[src/rtl/display_scheduler_if.sv]
// Signal bundle between the display scheduler and its requesters/display driver.
// The scheduler attaches through the slave modport.
interface display_scheduler_if;
  logic [2:0]  req;
  logic [27:0] data_menu;
  logic [27:0] data_game;
  logic [27:0] data_result;
  logic        blink_en;
  logic [2:0]  grant;
  logic [6:0]  displayout;
  logic [3:0]  selector;
  logic        frame_done;

  modport master (
    output req, data_menu, data_game, data_result, blink_en,
    input  grant, displayout, selector, frame_done
  );

  modport slave (
    input  req, data_menu, data_game, data_result, blink_en,
    output grant, displayout, selector, frame_done
  );
endinterface

[src/rtl/display_scheduler.sv]
// Four-digit multiplexed 7-segment scanner shared by three sources through a
// frame-granular fixed-priority arbiter with minimum hold, plus frame-based blink.
module display_scheduler #(
  parameter int unsigned CLK_DIV      = 50000,
  parameter int unsigned HOLD_FRAMES  = 4,
  parameter int unsigned BLINK_FRAMES = 64
) (
  input logic             clk,
  input logic             rst,
  display_scheduler_if.slave bus
);
  localparam int unsigned CNT_W   = $clog2(CLK_DIV);
  localparam int unsigned HOLD_W  = $clog2(HOLD_FRAMES + 1);
  localparam int unsigned BLINK_W = (BLINK_FRAMES > 1) ? $clog2(BLINK_FRAMES) : 1;

  typedef enum logic [1:0] {DIG0, DIG1, DIG2, DIG3} digit_e;

  logic [CNT_W-1:0]   cnt_q, cnt_d;
  digit_e             dig_q, dig_d;
  logic [2:0]         grant_q, grant_d;
  logic [HOLD_W-1:0]  hold_q, hold_d;
  logic [BLINK_W-1:0] bcnt_q, bcnt_d;
  logic               phase_q, phase_d;
  logic [3:0]         sel_q, sel_d;
  logic [6:0]         dout_q, dout_d;

  logic        tick;
  logic        boundary;
  logic        rearb;
  logic [2:0]  winner;
  logic [27:0] src;
  logic [6:0]  digit;

  // dig_q points at the digit to be latched on the next tick, so the first
  // tick after reset shows digit 0 and the wrap 3->0 marks the frame boundary.
  assign tick     = (cnt_q == CNT_W'(CLK_DIV - 1)) && !rst;
  assign boundary = tick && (dig_q == DIG3);

  always_comb begin
    winner = '0;
    if (bus.req[2])      winner = 3'b100;
    else if (bus.req[1]) winner = 3'b010;
    else if (bus.req[0]) winner = 3'b001;
  end

  always_comb begin
    case (grant_q)
      3'b100:  src = bus.data_result;
      3'b010:  src = bus.data_game;
      3'b001:  src = bus.data_menu;
      default: src = '1;
    endcase
  end

  always_comb begin
    case (dig_q)
      DIG0:    digit = src[6:0];
      DIG1:    digit = src[13:7];
      DIG2:    digit = src[20:14];
      default: digit = src[27:21];
    endcase
  end

  assign rearb = (grant_q == '0) || ((grant_q & bus.req) == '0) ||
                 (hold_q >= HOLD_W'(HOLD_FRAMES));

  always_comb begin
    cnt_d   = tick ? '0 : cnt_q + CNT_W'(1);
    dig_d   = dig_q;
    grant_d = grant_q;
    hold_d  = hold_q;
    bcnt_d  = bcnt_q;
    phase_d = phase_q;
    sel_d   = sel_q;
    dout_d  = dout_q;
    if (tick) begin
      dig_d  = digit_e'(dig_q + 2'd1);
      sel_d  = ~(4'b0001 << dig_q);
      dout_d = (bus.blink_en && phase_q) ? '1 : digit;
    end
    if (boundary) begin
      if (rearb) grant_d = winner;
      // Re-granting the same owner keeps the hold counter saturated.
      if (grant_d != grant_q)                  hold_d = '0;
      else if (hold_q < HOLD_W'(HOLD_FRAMES))  hold_d = hold_q + HOLD_W'(1);
      if (bcnt_q == BLINK_W'(BLINK_FRAMES - 1)) begin
        bcnt_d  = '0;
        phase_d = ~phase_q;
      end else begin
        bcnt_d = bcnt_q + BLINK_W'(1);
      end
    end
  end

  always_ff @(posedge clk) begin
    if (rst) begin
      cnt_q   <= '0;
      dig_q   <= DIG0;
      grant_q <= '0;
      hold_q  <= '0;
      bcnt_q  <= '0;
      phase_q <= 1'b0;
      sel_q   <= '1;
      dout_q  <= '1;
    end else begin
      cnt_q   <= cnt_d;
      dig_q   <= dig_d;
      grant_q <= grant_d;
      hold_q  <= hold_d;
      bcnt_q  <= bcnt_d;
      phase_q <= phase_d;
      sel_q   <= sel_d;
      dout_q  <= dout_d;
    end
  end

  assign bus.grant      = grant_q;
  assign bus.selector   = sel_q;
  assign bus.displayout = dout_q;
  assign bus.frame_done = boundary;
endmodule

[src/flat_wrapper.sv]
// flat-port wrapper written by rule: the top's interface ports become plain ports
module display_scheduler_flat 
#(
  parameter int unsigned CLK_DIV      = 50000,
  parameter int unsigned HOLD_FRAMES  = 4,
  parameter int unsigned BLINK_FRAMES = 64
)
  (clk, rst, bus_req, bus_data_menu, bus_data_game, bus_data_result, bus_blink_en, bus_grant, bus_displayout, bus_selector, bus_frame_done);
  display_scheduler_if bus_i ();
  input logic clk;
  input logic rst;
  input wire logic [$bits(bus_i.req)-1:0] bus_req;
  input wire logic [$bits(bus_i.data_menu)-1:0] bus_data_menu;
  input wire logic [$bits(bus_i.data_game)-1:0] bus_data_game;
  input wire logic [$bits(bus_i.data_result)-1:0] bus_data_result;
  input wire logic [$bits(bus_i.blink_en)-1:0] bus_blink_en;
  output wire logic [$bits(bus_i.grant)-1:0] bus_grant;
  output wire logic [$bits(bus_i.displayout)-1:0] bus_displayout;
  output wire logic [$bits(bus_i.selector)-1:0] bus_selector;
  output wire logic [$bits(bus_i.frame_done)-1:0] bus_frame_done;
  assign bus_i.req = bus_req;
  assign bus_i.data_menu = bus_data_menu;
  assign bus_i.data_game = bus_data_game;
  assign bus_i.data_result = bus_data_result;
  assign bus_i.blink_en = bus_blink_en;
  assign bus_grant = bus_i.grant;
  assign bus_displayout = bus_i.displayout;
  assign bus_selector = bus_i.selector;
  assign bus_frame_done = bus_i.frame_done;
  display_scheduler #(.CLK_DIV(CLK_DIV), .HOLD_FRAMES(HOLD_FRAMES), .BLINK_FRAMES(BLINK_FRAMES)) u_core (.clk(clk), .rst(rst), .bus(bus_i));
endmodule
[config.mk]
export PLATFORM = sky130hd
export DESIGN_NAME = display_scheduler_flat
export DESIGN_NICKNAME = d
export VERILOG_FILES = /design/src/rtl/display_scheduler_if.sv /design/src/rtl/display_scheduler.sv /design/src/flat_wrapper.sv
export SDC_FILE = /design/constraint.sdc
export NUM_CORES = 1
export LEC_CHECK = 0
export CAP_MARGIN = 40
export CORE_MARGIN = 5
export CORE_UTILIZATION = 43
export CTS_BUF_LIST = sky130_fd_sc_hd__clkbuf_8 sky130_fd_sc_hd__clkbuf_16
export DETAILED_ROUTE_END_ITERATION = 6
export PLACE_DENSITY = 0.85
export SLEW_MARGIN = 20
export SYNTH_ARGS = -nofsm -noshare
export SYNTH_HDL_FRONTEND = slang
export SYNTH_SLANG_ARGS = --single-unit
[constraint.sdc]
create_clock -name clk -period 2.1 [get_ports clk]
set_clock_uncertainty 0.05 [all_clocks]
set_input_delay 0.42 -clock clk [delete_from_list [all_inputs] [get_ports clk]]
set_output_delay 0.42 -clock clk [all_outputs]
set_load 0.005 [all_outputs]
==> results of run 1 <==
cells by family (layout without fill, tap and decap cells):
| family | Yosys count | count (layout) | share of synthesized area |
|---|---|---|---|
| flip-flops | 42 | 42 | 0.333 |
| buffers and inverters | 31 | 154 | 0.0496 |
| XOR/XNOR | 18 | 18 | 0.0625 |
| multiplexers | 4 | 4 | 0.0164 |
| adder cells (fa/ha/maj) | 8 | 8 | 0.0397 |
| AO/OA/AOI/OAI | 91 | 91 | 0.294 |
| AND/OR/NAND/NOR | 101 | 101 | 0.204 |
layer usage:
metal  part of all wire  GRT usage  vias to the layer above
met2               0.49      0.406                      119
li1                   -          -                     1368
met1               0.41      0.251                     1312
met4              0.030     0.0708                        0
met5                  0          0                        -
met3              0.072     0.0504                       20
sequential cells by signal, summed over array words and instances, names as in the netlist:
signal,cells
u_core.bcnt_q,6
u_core.bus.displayout,7
u_core.bus.grant,3
u_core.bus.selector,4
u_core.cnt_q,16
u_core.dig_q,2
u_core.hold_q,3
u_core.phase_q,1
worst reg2reg max path: cells and delay by family, from the launching register on:
| kind | cells | cell delay, ps |
|---|---|---|
| AOI/OAI and AO/OA | 3 | 790 |
| DFF | 1 | 390 |
| and+or+nand+nor | 2 | 720 |
through the flow:
step	util	cells	instance area, um2
final	0.712	490	4000
after global routing	0.712	490	4000
after CTS	0.709	490	3980
after detailed placement	0.682	482	3830
after global placement	0.682	482	3830
after floorplan	-	295	2520
repair_timing:
action,4_1_cts,5_1_grt
gates resized for setup,4,8
endpoints found under the setup margin,2,5
pin swaps,2,6
placed cells by master, fill, tap and decap left out, types with 7 or more instances in the layout:
| cell type | synthesis | layout |
|---|---|---|
| xnor2_1 | 7 | 7 |
| dfxtp_1 | 42 | 42 |
| buf_4 | 0 | 33 |
| xor2_1 | 11 | 11 |
| nor2_1 | 35 | 34 |
| nand3_1 | 11 | 11 |
| nand2_1 | 15 | 15 |
| o221ai_1 | 28 | 28 |
| inv_1 | 8 | 8 |
| clkdlybuf4s50_1 | 0 | 101 |
| a31oi_1 | 8 | 8 |
| o22a_1 | 35 | 35 |
| ha_1 | 8 | 8 |
cell usage after synthesis (all sizes together), types with 2 or more instances:
cell type  count
o22a          35
buf            5
xor2          11
nor3           5
dfxtp         42
nand2         15
a211o          5
nand3         11
nand2b         8
nor2b          2
ha             8
clkbuf        18
nor2          35
and3           6
xnor2          7
or2            2
o221ai        28
nor4b          2
nand4          5
a211oi         2
a31oi          8
or3b           3
o21ai          3
a21oi          5
inv            8
mux2i          3
worst paths after layout:
kind / start / endpoint / slack [ps] / cells past startpoint
setup / recovery: bus_req[1] / u_core.hold_q[0]$_SDFFE_PP0P_ / 50 / 6
hold / removal: u_core.cnt_q[0]$_SDFF_PP0_ / u_core.cnt_q[0]$_SDFF_PP0_ / 390 / 1
setup reg to reg: u_core.bus.grant[2]$_SDFFE_PP0P_ / u_core.hold_q[0]$_SDFFE_PP0P_ / 80 / 5
hold reg to reg: u_core.cnt_q[0]$_SDFF_PP0_ / u_core.cnt_q[0]$_SDFF_PP0_ / 390 / 1
power groups by stage:
stage	registers (uW)	logic (uW)	clock network, uW
final	803	220	762
after global routing	803	233	807
after CTS	803	220	779
after detailed placement	822	218	0
after global placement	821	215	0
after floorplan	822	28.9	0
final cells by class:
type                    instances  area [um2]  share of cell area
multi-input cells             222        1590               0.397
repair buffers                138        1310               0.328
flip-flops and latches         42         841               0.210
well taps                      72        90.1              0.0225
clock buffers                   5        68.8              0.0172
clock inverters                 3        68.8              0.0172
inverters                       8        30.0             0.00752
==> impl_metrics.csv, run 1 <==
group,metric,value,unit
critical_path,critical_path_class,"in2reg",
clock_network,htreeDepth,2,
power_and_ir_drop,ir_drop,0.000585,V
grt,antenna_found_initial,0,
sta,fmax,487,MHz
yosys,yosysTopAreaCell,"dfxtp_1",
sta,setup_ws,48.4,ps
sta,max_slew.worst_pin.slew,542,ps
power_and_ir_drop,p_int,1440,uW
yosys,async_flop_share,0,
drt,vias,2819,
floorplanning,start_util,0.450,
floorplanning,pin_count,105,
power_and_ir_drop,switching_share,0.192,
yosys,syn-mean-instance-area,8.55,um2
yosys,ys_ff_latch,42,
worst_hold_path,hold_path_class,"reg2reg",
clock_network,postCtsSetupBuffers,0,
critical_path,cpPeakStageDelay,430,ps
sta,slew_violations,0,
sta,hold_viol,0,
critical_path,cp-end-kind,"flop",
critical_path,cpMostUsedCell,"a211o_1",
power_and_ir_drop,power.switching,342,uW
drt,drt-initial-drc-count,162,
drt,totalWireLength,8510,um
power_and_ir_drop,powerDensity,447,mW/mm2
yosys,yosys_warnings,0,
cells_and_area,drive_above_1_share,0.127,
drt,drt_pass1_iterations,4,
yosys,synth_top_cell_area_share,0.333,
drt,drc,0,
clock_network,cts_buffer_depth,2,
sta,setup_viol,0,
cells_and_area,nets,515,
critical_path,cp.required,2280,ps
grt,grt_start_max_net_pins,25,
clock_network,cts_made_buffers,5,
grt,grt_pass1_wl,13400,um
clock_network,clk_pin_slew_worst_paths,80,ps
placement,preCtsSetupSlack,-333,ps
clock_network,clock-sinks,42,
clock_network,cts_tree,"built",
clock_network,cts-root-buf,"clkbuf_8",
power_and_ir_drop,p_leak,0.00141,uW
critical_path,cp_data_arrival_time,2230,ps
sta,max-slew-margin-rel,0.639,
power_and_ir_drop,total_power,1780,uW
critical_path,crit_buf_inv,1,
drt,wl_per_cell,17.4,um
power_and_ir_drop,pwr-share-clk,0.427,
placement,gp_congestion,0.850,
yosys,synthCells,295,
sta,grt_setup_unrepaired,"false",
placement,io_buffers,104,
drt,post_drt_via_cell_ratio,5.75,
power_and_ir_drop,combinationalPowerShare,0.123,
critical_path,cp_slowest_cell,"clkdlybuf4s50_1",
critical_path,cp-start-kind,"primary input",
critical_path,crit_family,"compound AO/OA/AOI/OAI gates",
grt,grt_pass1_vias,2855,
flow_run,cap_violations,0,
floorplanning,die_area,0.00750,mm2
yosys,syn_nets,393,
yosys,synthDistinctLibCells,43,
drt,final_antenna_net_count,0,
sta,tns,0,ps
sta,period_minus_slack,2050,ps
clock_network,clk_latency,300,ps
power_and_ir_drop,p_seq_frac,0.450,
critical_path,crit_fanout,2,
yosys,synth_edf_count,0,
yosys,ys.flop_type,"dfxtp_1",
cells_and_area,fillers,416,
yosys,syn_area,0.00252,mm2
yosys,ys_top_cells_by_area,"dfxtp_1 (33%), o22a_1 (12%), o221ai_1 (9.7%)",
sta,finalHoldWorstSlack,393,ps
cells_and_area,syn_to_final_growth,58.4,%
floorplanning,die_height,86.6,um
sta,min_period_over_period,0.977,
floorplanning,rows,27,
cells_and_area,diodes,0,
yosys,seq_area_frac_synth,0.333,
grt,track_usage,0.221,
clock_network,postCtsHoldBufs,0,
floorplanning,core,0.00561,mm2
outcome,outcome,"finished, final reports clean",
floorplanning,chipWidth,86.6,um
grt,grt_remaining_overflow,0,
critical_path,cp_cell_sequence,"clkdlybuf4s50_1, or4_1, a211o_1, and3_4, a211o_1, o22ai_2",
placement,hpwl,6540,um
Power figures use the tool's default switching activity.
==> run 2, diff against run 1 <==
clock period = 2.25 ns   (was 2.1 ns; I/O delays follow)
==> impl_metrics.csv, run 2 (same netlist as run 1, synthesis figures left out) <==
group,metric,value,unit
sta,hold_viol,0,
grt,track_usage,0.214,
clock_network,clk_pin_slew_worst_paths,80,ps
cells_and_area,largest_register,"u_core.cnt_q",
flow_run,cap_violations,0,
critical_path,crit_path_start,"bus_req[1]",
clock_network,htreeDepth,2,
cells_and_area,largest_register_ffs,16,
critical_path,cp-end-kind,"flop",
clock_network,postCtsHoldBufs,0,
worst_hold_path,whs_path_depth,1,
grt,grt_start_max_net_pins,24,
floorplanning,die_height,86.6,um
sta,tns,0,ps
critical_path,crit_fanout,2,
drt,drt-initial-drc-count,118,
cells_and_area,drive_above_1_share,0.0949,
sta,max_slew.worst_pin.slew,586,ps
cells_and_area,diodes,0,
sta,grt_setup_unrepaired,"false",
placement,preCtsSetupSlack,-182,ps
drt,drt_pass1_iterations,4,
power_and_ir_drop,p_leak,0.00135,uW
sta,slew_violations,0,
power_and_ir_drop,ir_drop,0.000420,V
sta,period_minus_slack,2150,ps
critical_path,cp.required,2420,ps
critical_path,crit_end,"u_core.hold_q[0]$_SDFFE_PP0P_",
drt,wl_per_cell,17.4,um
drt,drc,0,
sta,setup_ws,99.8,ps
drt,totalWireLength,8410,um
cells_and_area,final_common_cell,"clkdlybuf4s50_1",
grt,antenna_found_initial,0,
cells_and_area,final_cell_mix,"clkdlybuf4s50_1 (103), dfxtp_1 (42), nor2_1 (35), o22a_1 (35), o221ai_1 (28)",
outcome,outcome,"finished, final reports clean",
grt,grt_pass1_vias,2778,
clock_network,clk_latency,290,ps
critical_path,rr_startpoint,"u_core.bus.grant[1]$_SDFFE_PP0P_",
sta,fmax,465,MHz
critical_path,cp-start-kind,"primary input",
clock_network,clock-sinks,42,
placement,io_buffers,104,
floorplanning,die_area,0.00750,mm2
cells_and_area,final_area,0.00390,mm2
critical_path,rrSetupSlack,130,ps
clock_network,cts_tree,"built",
cells_and_area,seq_area,841,um2
floorplanning,rows,27,
placement,place_area,0.00376,mm2
floorplanning,core,0.00561,mm2
floorplanning,chipWidth,86.6,um
cells_and_area,nets,508,
floorplanning,pin_count,105,
cells_and_area,final_util,0.696,
sta,setup_viol,0,
critical_path,cp_data_arrival_time,2320,ps
floorplanning,start_util,0.450,
drt,final_antenna_net_count,0,
grt,grt_pass1_wl,12900,um
worst_hold_path,hold_path_class,"reg2reg",
clock_network,cts_buffer_depth,2,
critical_path,critical_path_class,"in2reg",
clock_network,cts_made_buffers,5,
critical_path,ff2ff_path_depth,6,
critical_path,rr_endpoint,"u_core.bus.displayout[5]$_SDFFE_PP1P_",
drt,vias,2809,
sta,max-slew-margin-rel,0.609,
drt,post_drt_via_cell_ratio,5.82,
clock_network,cts-root-buf,"clkbuf_8",
sta,min_period_over_period,0.956,
cells_and_area,multi_input_area,0.00158,mm2
placement,gp_congestion,0.823,
cells_and_area,syn_to_final_growth,54.8,%
grt,grt_remaining_overflow,0,
power_and_ir_drop,powerDensity,394,mW/mm2
placement,hpwl,6450,um
cells_and_area,fillers,452,
run 2: cell types whose count changed in the layout (fill, tap and decap cells not counted), sizes merged:
cell	before	now
buf	34	27
clkdlybuf4s50	101	103
dlymetal6s2s	2	0
bufinv	2	1
clkbuf	6	5
clkinv	1	0
clkinvlp	0	1
dlygate4sd2	0	1
inv	8	9
run 2: report_power, final:
group	switching (uW)	leakage (uW)	internal, uW
logic	51.5	0.000950	156
clock network	254	0.0000556	326
registers	2.49	0.000339	747
run 2: how the worst min path moves through the flow:
stage / slack, ps / to / from
after floorplan: 360 / u_core.cnt_q[0]$_SDFF_PP0_ / u_core.cnt_q[0]$_SDFF_PP0_
after global placement: 380 / u_core.cnt_q[0]$_SDFF_PP0_ / u_core.cnt_q[0]$_SDFF_PP0_
after detailed placement: 390 / u_core.cnt_q[0]$_SDFF_PP0_ / u_core.cnt_q[0]$_SDFF_PP0_
after CTS: 400 / u_core.cnt_q[0]$_SDFF_PP0_ / u_core.cnt_q[0]$_SDFF_PP0_
after global routing: 420 / u_core.cnt_q[0]$_SDFF_PP0_ / u_core.cnt_q[0]$_SDFF_PP0_
final: 400 / u_core.cnt_q[0]$_SDFF_PP0_ / u_core.cnt_q[0]$_SDFF_PP0_
run 2: area by class of cell:
cell class | instances | area share
Tap cell | 72 | 0.0231
Clock inverter | 3 | 0.0106
Multi-Input combinational cell | 222 | 0.404
Sequential cell | 42 | 0.215
Clock buffer | 5 | 0.0176
Timing Repair Buffer | 131 | 0.321
Inverter | 8 | 0.00769
run 2: per-layer routing:
| layer | track usage | vias to the layer above | share of wire |
|---|---|---|---|
| met3 | 0.0466 | 25 | 0.083 |
| met5 | 0 | - | 0 |
| met4 | 0.119 | 0 | 0.041 |
| met2 | 0.374 | 121 | 0.48 |
| met1 | 0.239 | 1306 | 0.40 |
| li1 | - | 1357 | - |
run 2: worst max-delay path: stages:
cell,delay [ps]
clkdlybuf4s50_1,450
or4_1,490
a211o_1,320
and3_4,180
a211o_1,270
o22ai_1,160
run 2: through the flow:
stage          hold slack, ps  power [uW]  std cells
4_1_cts                   402        1550        483
3_5_place_dp              390         971        473
6_report                  399        1540        483
2_1_floorplan             363         794        295
5_1_grt                   420        1590        483
3_3_place_gp              380         967        473
run 2: what timing repair did:
item / CTS / global route
hold endpoints to repair: 0 / 0
buffers inserted: 2 / 0
gates resized for setup: 4 / 0
endpoints found under the setup margin: 1 / 0
==> run 3, diff against run 2 <==
ABC_AREA = 1   (was not set)
CORE_UTILIZATION = 42   (was 43)
PLACE_DENSITY = 0.83   (was 0.85)
clock period = 1.7 ns   (was 2.25 ns; I/O delays follow)
==> impl_metrics.csv, run 3 <==
group,metric,value,unit
outcome,outcome,"finished, violations left",
outcome,violations,"negative setup slack",
sta,setup_ws,-94.1,ps
cells_and_area,drive_above_1_share,0.251,
critical_path,cp-end-kind,"output port",
sta,slew_violations,0,
clock_network,htreeDepth,2,
critical_path,crit_fanout,2,
worst_hold_path,hold_path_class,"reg2reg",
yosys,ys_top_cells_by_area,"dfxtp_1 (27%), nand2_1 (15%), nand3_1 (10%)",
drt,vias,4020,
floorplanning,rows,31,
yosys,synth_top_cell_area_share,0.273,
clock_network,cts_buffer_depth,2,
yosys,ys_ff_latch,42,
yosys,synth_common_cells,"nand2_1 (123), nand3_1 (63), nand4_1 (43)",
clock_network,clk_pin_slew_worst_paths,90,ps
sta,period_minus_slack,1790,ps
floorplanning,chipWidth,95.6,um
cells_and_area,syn_to_final_growth,64.9,%
yosys,async_flop_share,0,
yosys,yosys_warnings,0,
floorplanning,pin_count,105,
yosys,seq_area_frac_synth,0.273,
yosys,syn_nets,576,
yosys,yosysTopAreaCell,"dfxtp_1",
yosys,ys.flop_type,"dfxtp_1",
clock_network,clock-sinks,42,
critical_path,cpMostUsedCell,"nor2_4",
sta,grt_setup_unrepaired,"true",
placement,gp_congestion,0.904,
yosys,synth_edf_count,0,
sta,setup_viol,5,
power_and_ir_drop,p_leak,0.00202,uW
clock_network,cts_made_buffers,5,
clock_network,cts_tree,"built",
drt,post_drt_via_cell_ratio,5.46,
grt,track_usage,0.229,
critical_path,cp_slowest_cell,"dfxtp_2",
critical_path,cp_cell_sequence,"ha_4, nand3_4, inv_2, nand2_4, nor2_4, nand2_2, nor2_4, buf_2",
sta,hold_viol,0,
clock_network,postCtsHoldBufs,0,
cells_and_area,diodes,0,
grt,grt_pass1_wl,16800,um
sta,min_period_over_period,1.06,
clock_network,cts-root-buf,"clkbuf_8",
critical_path,cp-start-kind,"flop",
drt,drt-initial-drc-count,221,
critical_path,cpPeakStageDelay,360,ps
drt,wl_per_cell,16.0,um
grt,grt_start_max_net_pins,27,
critical_path,cp.required,1310,ps
drt,drc,0,
floorplanning,die_height,95.6,um
sta,max_slew.worst_pin.slew,367,ps
cells_and_area,final_common_cell,"nand2_1",
placement,io_buffers,104,
power_and_ir_drop,powerDensity,445,mW/mm2
floorplanning,core,0.00721,mm2
cells_and_area,final_util,0.704,
yosys,synthDistinctLibCells,33,
power_and_ir_drop,total_power,2260,uW
yosys,syn-mean-instance-area,6.44,um2
floorplanning,die_area,0.00914,mm2
critical_path,crit_buf_inv,2,
critical_path,crit_family,"simple AND/OR/NAND/NOR gates",
critical_path,cp_data_arrival_time,1400,ps
critical_path,critical_path_class,"reg2out",
sta,max-slew-margin-rel,0.755,
cells_and_area,largest_register_ffs,16,
clock_network,clk_latency,300,ps
grt,grt_remaining_overflow,0,
floorplanning,start_util,0.427,
sta,fmax,557,MHz
grt,grt_pass1_vias,3715,
drt,final_antenna_net_count,0,
drt,drt_pass1_iterations,5,
placement,hpwl,8140,um
yosys,yosysMostFrequentCell,"nand2_1",
power_and_ir_drop,ir_drop,0.000400,V
flow_run,cap_violations,0,
cells_and_area,largest_register,"u_core.cnt_q",
cells_and_area,final_cell_mix,"nand2_1 (115), clkdlybuf4s50_1 (100), nand3_1 (62)",
cells_and_area,fillers,578,
yosys,syn_area,0.00308,mm2
grt,antenna_found_initial,0,
yosys,synthCells,478,
drt,totalWireLength,11800,um
cells_and_area,nets,734,
## run 3: cell count changes after synthesis, sizes merged, moves of 29 or more
cell	previous run	this run
a21oi	5	34
inv	8	46
nand3	11	69
o22a	35	0
nand2	15	130
nand4	5	44
## run 3: worst paths after layout
kind                                 start                       endpoint  slack [ps]  cells after the start
max             u_core.cnt_q[0]$_SDFF_PP0_                 bus_frame_done         -90                      8
min reg2reg  u_core.hold_q[1]$_SDFFE_PP0P_  u_core.hold_q[1]$_SDFFE_PP0P_         440                      2
max reg2reg     u_core.cnt_q[0]$_SDFF_PP0_    u_core.cnt_q[14]$_SDFF_PP0_         -50                     10
min          u_core.hold_q[1]$_SDFFE_PP0P_  u_core.hold_q[1]$_SDFFE_PP0P_         440                      2
## run 3: layout make-up
| class | count | area, um2 | area share |
|---|---|---|---|
| Sequential cell | 42 | 865 | 0.170 |
| Multi-Input combinational cell | 366 | 2110 | 0.415 |
| Tap cell | 99 | 124 | 0.0244 |
| Timing Repair Buffer | 174 | 1660 | 0.326 |
| Clock buffer | 6 | 82.6 | 0.0163 |
| Inverter | 47 | 184 | 0.0362 |
| Clock inverter | 2 | 60.1 | 0.0118 |
## run 3: power breakdown
group	switching (uW)	internal (uW)	leakage (uW)	total, uW
clock	351	627	0.0000714	978
sequential	5.85	983	0.000346	989
combinational	80.3	211	0.00160	291
total	437	1820	0.00202	2260
## run 3: repair_timing
item,in CTS,in global routing
pin swaps,7,17
buffers inserted,7,10
gates cloned,0,2
resized for setup,38,47
endpoints found under the setup margin,17,23
## run 3: per-layer routing
layer,vias up,global-route usage,wire [um]
met5,-,0,0
met4,0,0.0640,253
met3,29,0.0521,1160
met2,190,0.427,6070
met1,1878,0.258,4330
li1,1923,-,-
## run 3: cell families (layout without fill, tap and decap cells)
kind of cell | after synthesis | in the layout | synth area share
AOI/OAI and AO/OA | 48 | 48 | 0.0796
DFF | 42 | 42 | 0.273
and+or+nand+nor | 305 | 305 | 0.500
buffers and inverters | 70 | 229 | 0.100
xor gates and xnor gates | 5 | 5 | 0.0142
adders and majority gates | 8 | 8 | 0.0325
## run 3: worst reg2reg max path, delay by kind of cell (launching register included)
family	cells	cell delay [ps]
buffers and inverters	2	290
adder cells (fa/ha/maj)	1	150
AND/OR/NAND/NOR	7	810
flip-flops	1	360
## run 3: per-stage QoR
stage | std cells | area [um2] | worst slack, ps | setup TNS (ps) | hold slack, ps
4_1_cts | 725 | 4810 | -94.5 | -94.5 | 445
5_1_grt | 736 | 5080 | -177 | -1540 | 463
2_1_floorplan | 478 | 3080 | 123 | 0 | 359
3_5_place_dp | 710 | 4530 | -237 | -1540 | 429
6_report | 736 | 5080 | -94.1 | -206 | 438
3_3_place_gp | 710 | 4530 | -225 | -719 | 409
